==> config.mk <==
export PLATFORM = sky130hd
export DESIGN_NAME = wb_write_arbiter
export DESIGN_NICKNAME = d
export VERILOG_FILES = /design/src/rtl/wb_write_arbiter.sv
export SDC_FILE = /design/constraint.sdc
export NUM_CORES = 1
export LEC_CHECK = 0
export CORE_MARGIN = 1
export CORE_UTILIZATION = 45
export DETAILED_ROUTE_END_ITERATION = 6
export PLACE_DENSITY = 0.68
export SYNTH_ARGS = -nofsm -noshare
export SYNTH_HDL_FRONTEND = slang
export SYNTH_SLANG_ARGS = --single-unit
==> constraint.sdc <==
create_clock -name clk -period 3.2 [get_ports clk]
set_input_delay 0.32 -clock clk [delete_from_list [all_inputs] [get_ports clk]]
set_output_delay 0.32 -clock clk [all_outputs]
set_load 0.02 [all_outputs]
==> src/rtl/wb_write_arbiter.sv <==
// Writeback arbiter: merges two producers into one register-file write port
// through a small in-order FIFO, tracking pending destinations.
module wb_write_arbiter #(
  parameter int DEPTH = 4
) (
  input  logic                     clk,
  input  logic                     rst,
  input  logic                     a_valid,
  input  logic [4:0]               a_addr,
  input  logic [31:0]              a_data,
  output logic                     a_ready,
  input  logic                     b_valid,
  input  logic [4:0]               b_addr,
  input  logic [31:0]              b_data,
  output logic                     b_ready,
  output logic                     write,
  output logic [4:0]               addrssw,
  output logic [31:0]              write_material,
  output logic [31:0]              pending,
  output logic [$clog2(DEPTH):0]   count
);

  localparam int PW = $clog2(DEPTH);
  localparam int CW = PW + 1;

  logic [PW-1:0] rptr_q, rptr_d;
  logic [PW-1:0] wptr_q, wptr_d;
  logic [CW-1:0] count_q, count_d;
  logic [4:0]    addr_q [DEPTH];
  logic [4:0]    addr_d [DEPTH];
  logic [31:0]   data_q [DEPTH];
  logic [31:0]   data_d [DEPTH];

  logic [CW-1:0] cnt_eff;
  logic [CW-1:0] free;
  logic          pop;
  logic          a_enq;
  logic          b_enq;
  logic [PW-1:0] bslot;
  logic [PW-1:0] idx;

  // Reset cycles look like an empty queue to the producers
  always_comb begin
    cnt_eff = rst ? '0 : count_q;
    pop     = (cnt_eff != '0);
    free    = CW'(DEPTH) - cnt_eff + CW'(pop);
    a_ready = (free >= CW'(1));
    b_ready = (free >= CW'(2)) ||
              ((free >= CW'(1)) && !a_valid);
    a_enq   = a_valid && a_ready &&
              (a_addr != 5'd0) && !rst;
    b_enq   = b_valid && b_ready && !rst;
  end

  always_comb begin
    write          = pop;
    addrssw        = pop ? addr_q[rptr_q] : 5'd0;
    write_material = pop ? data_q[rptr_q] : 32'd0;
    count          = count_q;
    pending        = '0;
    idx            = '0;
    for (int k = 0; k < DEPTH; k++) begin
      idx = rptr_q + PW'(k);
      if (CW'(k) < cnt_eff)
        pending[addr_q[idx]] = 1'b1;
    end
  end

  // A is always placed ahead of B within the same cycle
  always_comb begin
    addr_d = addr_q;
    data_d = data_q;
    bslot  = wptr_q + PW'(a_enq);
    if (a_enq) begin
      addr_d[wptr_q] = a_addr;
      data_d[wptr_q] = a_data;
    end
    if (b_enq) begin
      addr_d[bslot] = b_addr;
      data_d[bslot] = b_data;
    end
    wptr_d  = wptr_q + PW'(a_enq) + PW'(b_enq);
    rptr_d  = rptr_q + PW'(pop);
    count_d = cnt_eff + CW'(a_enq) + CW'(b_enq)
              - CW'(pop);
  end

  always_ff @(posedge clk) begin
    if (rst) begin
      rptr_q  <= '0;
      wptr_q  <= '0;
      count_q <= '0;
      for (int i = 0; i < DEPTH; i++) begin
        addr_q[i] <= '0;
        data_q[i] <= '0;
      end
    end else begin
      rptr_q  <= rptr_d;
      wptr_q  <= wptr_d;
      count_q <= count_d;
      addr_q  <= addr_d;
      data_q  <= data_d;
    end
  end

endmodule

Word level (Yosys, flattened, before mapping)

Cells that the tools add are included.

Reductions and logical operators: 17
Add/subtract/negate cells: 11
Bitwise logic cells: 9
Magnitude comparators: 22
Mux-type cells: 46

Operators by type and width:

| cell                                                 | number |
|---|---|
| two-way mux 32 bit                                   | 9 |
| bitwise mux 128 bit                                  | 2 |
| two-way mux 128 bit                                  | 2 |
| demux 32 bit (select 2 bit)                          | 2 |
| OR 32 bit                                            | 3 |
| binary-select mux 32 bit (select 2 bit)              | 1 |
| two-way mux 5 bit                                    | 11 |
| binary-select mux 5 bit (select 2 bit)               | 4 |
| bitwise mux 20 bit                                   | 2 |
| two-way mux 20 bit                                   | 2 |
| < comparator 5 x 6 -> 1 bit (second input constant)  | 4 |
| demux 1 bit (select 5 bit)                           | 4 |
| demux 5 bit (select 2 bit)                           | 2 |
| >= comparator 5 x 1 -> 1 bit (second input constant) | 4 |
| >= comparator 3 bit (second input constant)          | 6 |
| inverter 2 -> 3 bit                                  | 6 |
| logical AND 1 bit                                    | 12 |
| adder 3 x 1 -> 3 bit                                 | 3 |
| adder 2 x 1 -> 2 bit                                 | 3 |
| < comparator 1 x 3 -> 1 bit (first input constant)   | 2 |
| < comparator 2 x 3 -> 1 bit (first input constant)   | 2 |
| < comparator 3 x 1 -> 1 bit (second input constant)  | 2 |
| nonzero test 5 bit                                   | 1 |
| adder 2 bit (second input constant)                  | 2 |
| 10 further kinds                                     | 14 |

Register bits after elaboration: 155
Word-level logic and storage cells: 116
Output and inout bits: 75
Bits of input ports: 78

Logic depth before layout (Yosys ltp)

Depth after elaboration: 15
Gate-level depth with buffers: 14
Gate-level depth less buffers: 13

Least setup slack after synthesis

OpenSTA, ideal clock, no wires.

Path type: reg-to-reg
Start: reg count_q[2] (netlist: count[2])
End: reg count_q[2] (netlist: count[2])
Slack: 56 ps
Data required time: 3073 ps
Arrival: 3017 ps
Path buffers: 1
Clock period less this slack: 3144 ps
Setup time: 127 ps
Cell stages (with the launch flop): 14
Path through: dfxtp_1 -> nor2b_1 -> buf_2 -> ha_1 -> nor3_2 -> a21oi_4 -> nor2_1 -> nand2_1 -> xor2_1 -> ha_1 -> o21bai_1 -> fa_1 -> xnor2_1 -> nor2_1

Word-level cells in the longest chain between the ends: 10
Elaborated cells on any way between the ends: 16
Classes of those cells: add/sub: 5; order compare: 2; mux: 1; reduce/logical: 8

Ends and longest elaborated chain:

| what                                                   | RTL line | text |
|---|---|---|
| start, declared                                        | 28       | `logic [CW-1:0] count_q, count_d;` |
| start signal, assigned                                 | 100      | `count_q <= count_d;` |
| two-way mux 3 bit *                                    | 44       | `cnt_eff = rst ? '0 : count_q;` |
| subtractor 3 bit or nonzero test 3 bit (tied branches) | 46, 45   |  |
| adder 3 x 1 -> 3 bit *                                 | 46       | `free = CW'(DEPTH) - cnt_eff + CW'(pop);` |
| >= comparator 3 x 1 -> 1 bit                           | 49       | `((free >= CW'(1)) && !a_valid);` |
| logical AND 1 bit                                      | 49       |  |
| logical OR 1 bit *                                     | 48       | `b_ready = (free >= CW'(2)) \|\|` |
| named net b_ready                                      | 15       | `output logic b_ready,` |
| logical AND 1 bit * (2 in a row)                       | 52       | `b_enq = b_valid && b_ready && !rst;` |
| adder 3 x 1 -> 3 bit *                                 | 84       | `count_d = cnt_eff + CW'(a_enq) + CW'(b_enq)` |
| subtractor 3 x 1 -> 3 bit *                            | 85       | `- CW'(pop);` |

Mark *: on every way through the listed nets, which the timed path passes. The rest lies on a longest branch.
A chain may end at the register's enable or synchronous reset.

Worst setup path after layout

Start: reg rptr_q[0]
End: out pending[18]

Word-level cells in the longest chain between the ends: 15
Elaborated cells on any way between the ends: 46
Classes of those cells: add/sub: 3; order compare: 8; mux: 24; bitwise: 7; reduce/logical: 4

Ends and longest elaborated chain:

| what                                                                                                | RTL line | text |
|---|---|---|
| start, declared                                                                                     | 26       | `logic [PW-1:0] rptr_q, rptr_d;` |
| start signal, assigned                                                                              | 98       | `rptr_q <= rptr_d;` |
| adder 2 x 1 -> 2 bit or inverter 2 -> 3 bit (tied branches)                                         | 63, 65   |  |
| inverter 2 -> 3 bit (not written as such) or binary-select mux 5 bit (select 2 bit) (tied branches) | 65       | `pending[addr_q[idx]] = 1'b1;` |
| binary-select mux 5 bit (select 2 bit) or two-way mux 5 bit (tied branches)                         | 65       |  |
| two-way mux 5 bit (not written as such)                                                             | 65       |  |
| two-way mux 5 bit (not written as such) (tied with other cells)                                     | 65       |  |
| < comparator 5 x 6 -> 1 bit (not written as such) (tied with other cells)                           | 65       |  |
| logical AND 1 bit (not written as such) or two-way mux 1 bit (tied branches)                        | 65       |  |
| two-way mux 1 bit (not written as such) or demux 1 bit (select 5 bit) (tied branches)               | 65       |  |
| demux 1 bit (select 5 bit) or two-way mux 32 bit (tied branches)                                    | 65, 64   |  |
| OR 32 bit (no line)                                                                                 | n/a      |  |
| two-way mux 32 bit                                                                                  | 64       | `if (CW'(k) < cnt_eff)` |
| OR 32 bit (no line)                                                                                 | n/a      |  |
| two-way mux 32 bit                                                                                  | 64       |  |
| OR 32 bit (no line)                                                                                 | n/a      |  |
| two-way mux 32 bit *                                                                                | 64       |  |
| end, declared                                                                                       | 19       | `output logic [31:0] pending,` |

Every way passes the cells marked *; elsewhere a longest branch is shown, timed or not. The select of a mux whose other input is x is not followed.

==> metrics.txt <==
Core Footprint=0.0214 sq mm; Worst setup SP type=register; final core utilization=0.592; dpl ws=9.22 ps; endpoint type of the worst setup path=output port; period utilization=0.964; Slew headroom=0.265; Total Wirelength=32.4 mm; CTS Buf Count=17; Slew @ Worst Pin=1100 ps; top-area cell type share of the netlist area=0.313; gr ovfl total=0; n_diodes=0; CP Max Fanout=14; slowest stage delay, CP=590 ps; crit-path cells=mux4_2 -> and2_1 -> and2_1 -> a22oi_1 -> o221ai_1 -> dlygate4sd2_1; most common flop cell mapped by yosys=dfxtp_1; cell with the most instances after synthesis=dfxtp_1; Sink Count=155; area of the mapped netlist=0.00992 sq mm; worst path bufs/invs=1; VDD IR max=0.376 mV; first-pass iteration count of the detailed router=5; Global Route Usage Sum=0.290; post-synth cell types=57; Synth Register Bits=155; Largest delay share family, worst path=multiplexers; FFs w/ async S/R, synth=0; Power Dens Cells=571 mW/mm^2; vias in the first global route=9068; Highest Clock Rate=0.324 GHz; clock root buffer=clkbuf_16; fillcell total=1851; critical path's slowest cell=mux4_2; hpwl dp=20.2 mm; status=complete, no violations; Die Ht=151 microns; DRT iter0 DRCs=899; Clk pin slew, worst setup/hold paths=70 ps; leakage power=4.86 nW; worst hold path class=register to register; Hold Buf Count CTS=0; Antenna Nets Post-Route=0; top cells by area, synth=dfxtp_1, mux4_2, mux2i_1; CTS tree=done; share of layout cells above drive strength 1=0.211; number of max-cap violations=0; initial core utilization=0.465; H-Tree Depth=4; most area-hungry cell type in the Yosys netlist=dfxtp_1; final hold violation count=0; kind of critical path=register to output port; Synth Warn #=0; Worst EP required=2880 ps; chip width=151 microns; global-route wire length before repair=50.7 mm; Worst-Skew Late Latency=430 ps; EDFF count, synth=0; largest net degree at the start of global routing=89; Synth Instances=992; Layout area overhead=27.5%; routed vias/inst=6.54; vias=9255; row cnt=53; clock buffer depth=2; sequential share of the synthesized area=0.313; Syn Area/Cell=10.0 sq um; fin. max-slew vios=0; CP arrival=2760 ps; setup slack after layout=115 ps; DIE AREA=0.0227 sq mm; # port buffers=152; Final Skew=13.7 ps; nets=1215; minimum clock period=3080 ps; Final Setup Violations=0; DRC viols=0; Mapped Nets=1080; per-cell routed wire length=22.9 microns; Commonest cells post-synth=dfxtp_1, nand2_1, a221oi_1; # IOs=153; Crit path top cell by count=and2_1; initial antenna violation count=0; routability cong.=1.03
[path summary, 6_finish.rpt]
check | start | endpoint | slack [ps] | cells past startpoint
setup reg to reg | count[1] | data_q[117] | 200 | 14
hold / removal | data_q[106] | data_q[106] | 470 | 2
hold reg to reg | data_q[106] | data_q[106] | 470 | 2
setup / recovery | rptr_q[0] | pending[18] | 120 | 6
[power by group]
group	total, mW	internal, mW	leakage (nW)	switching, mW
sequential	2.35	2.18	1.26	0.179
clock	1.95	1.12	0.281	0.833
combinational	2.92	1.22	3.31	1.69
[cells in the final DEF, fill, tap and decap left out, drive strengths merged, types with 11 or more instances in the layout]
cell and count:
a221oi 148, dlygate4sd2 17, clkbuf 21, inv 11
nor2b 89, o221ai 24, buf 61, a21oi 77
nand2 121, mux4 44, dlymetal6s2s 15, dfxtp 155
nor2 24, mux2i 87, clkdlybuf4s50 119
[through the flow]
| stage | area, sq um | hold WS (ps) | cells | power, mW | TNS (ps) |
|---|---|---|---|---|---|
| after detailed placement | 11900 | 461 | 1380 | 5.18 | 0 |
| after global routing | 12600 | 487 | 1415 | 7.55 | -11.1 |
| after CTS | 12500 | 470 | 1412 | 7.13 | -485 |
| final | 12600 | 466 | 1415 | 7.22 | 0 |
| after global placement | 11900 | 453 | 1380 | 5.14 | 0 |
| after floorplan | 9920 | 446 | 992 | 4.16 | 0 |
[layer usage]
layer  track usage  vias up  share of wire
met5             0        -              0
met4        0.0854        0          0.017
met3        0.0506       48          0.083
met2         0.473      509           0.48
met1         0.392     4554           0.42
li1              -     4144              -
[what timing repair did]
item / in CTS / in global routing
setup endpoints to repair: 30 / 68
buffers inserted: 0 / 2
pin swaps: 1 / 2
gates resized for setup: 33 / 33
cloned: 0 / 1
[area by class of cell]
type | instances | area [sq um] | area share
clock buffers | 20 | 457 | 0.0361
clock inverters | 12 | 114 | 0.00900
inverters | 9 | 33.8 | 0.00267
multi-input cells | 731 | 6400 | 0.506
flip-flops and latches | 155 | 3110 | 0.246
well taps | 275 | 344 | 0.0272
repair buffers | 213 | 2190 | 0.173
[logic make-up after synthesis]
kind of cell | after synthesis | share of synthesized area
muxes | 137 | 0.194
xor gates and xnor gates | 6 | 0.00529
AOI/OAI and AO/OA | 303 | 0.271
buffers and inverters | 106 | 0.0599
and+or+nand+nor | 275 | 0.143
adders and majority gates | 10 | 0.0134
DFF | 155 | 0.313
[sequential cells by signal (all words and copies together), names as in the netlist]
register and cells:
data_q 128, count 3, addr_q 20, rptr_q 2, wptr_q 2
[tightest hold or removal path, delay by kind of cell (launching register included)]
kind / cells / cell delay, ps
and+or+nand+nor: 1 / 50
AOI/OAI and AO/OA: 1 / 60
DFF: 1 / 310
Note: power is estimated with default switching activity, not from simulation.
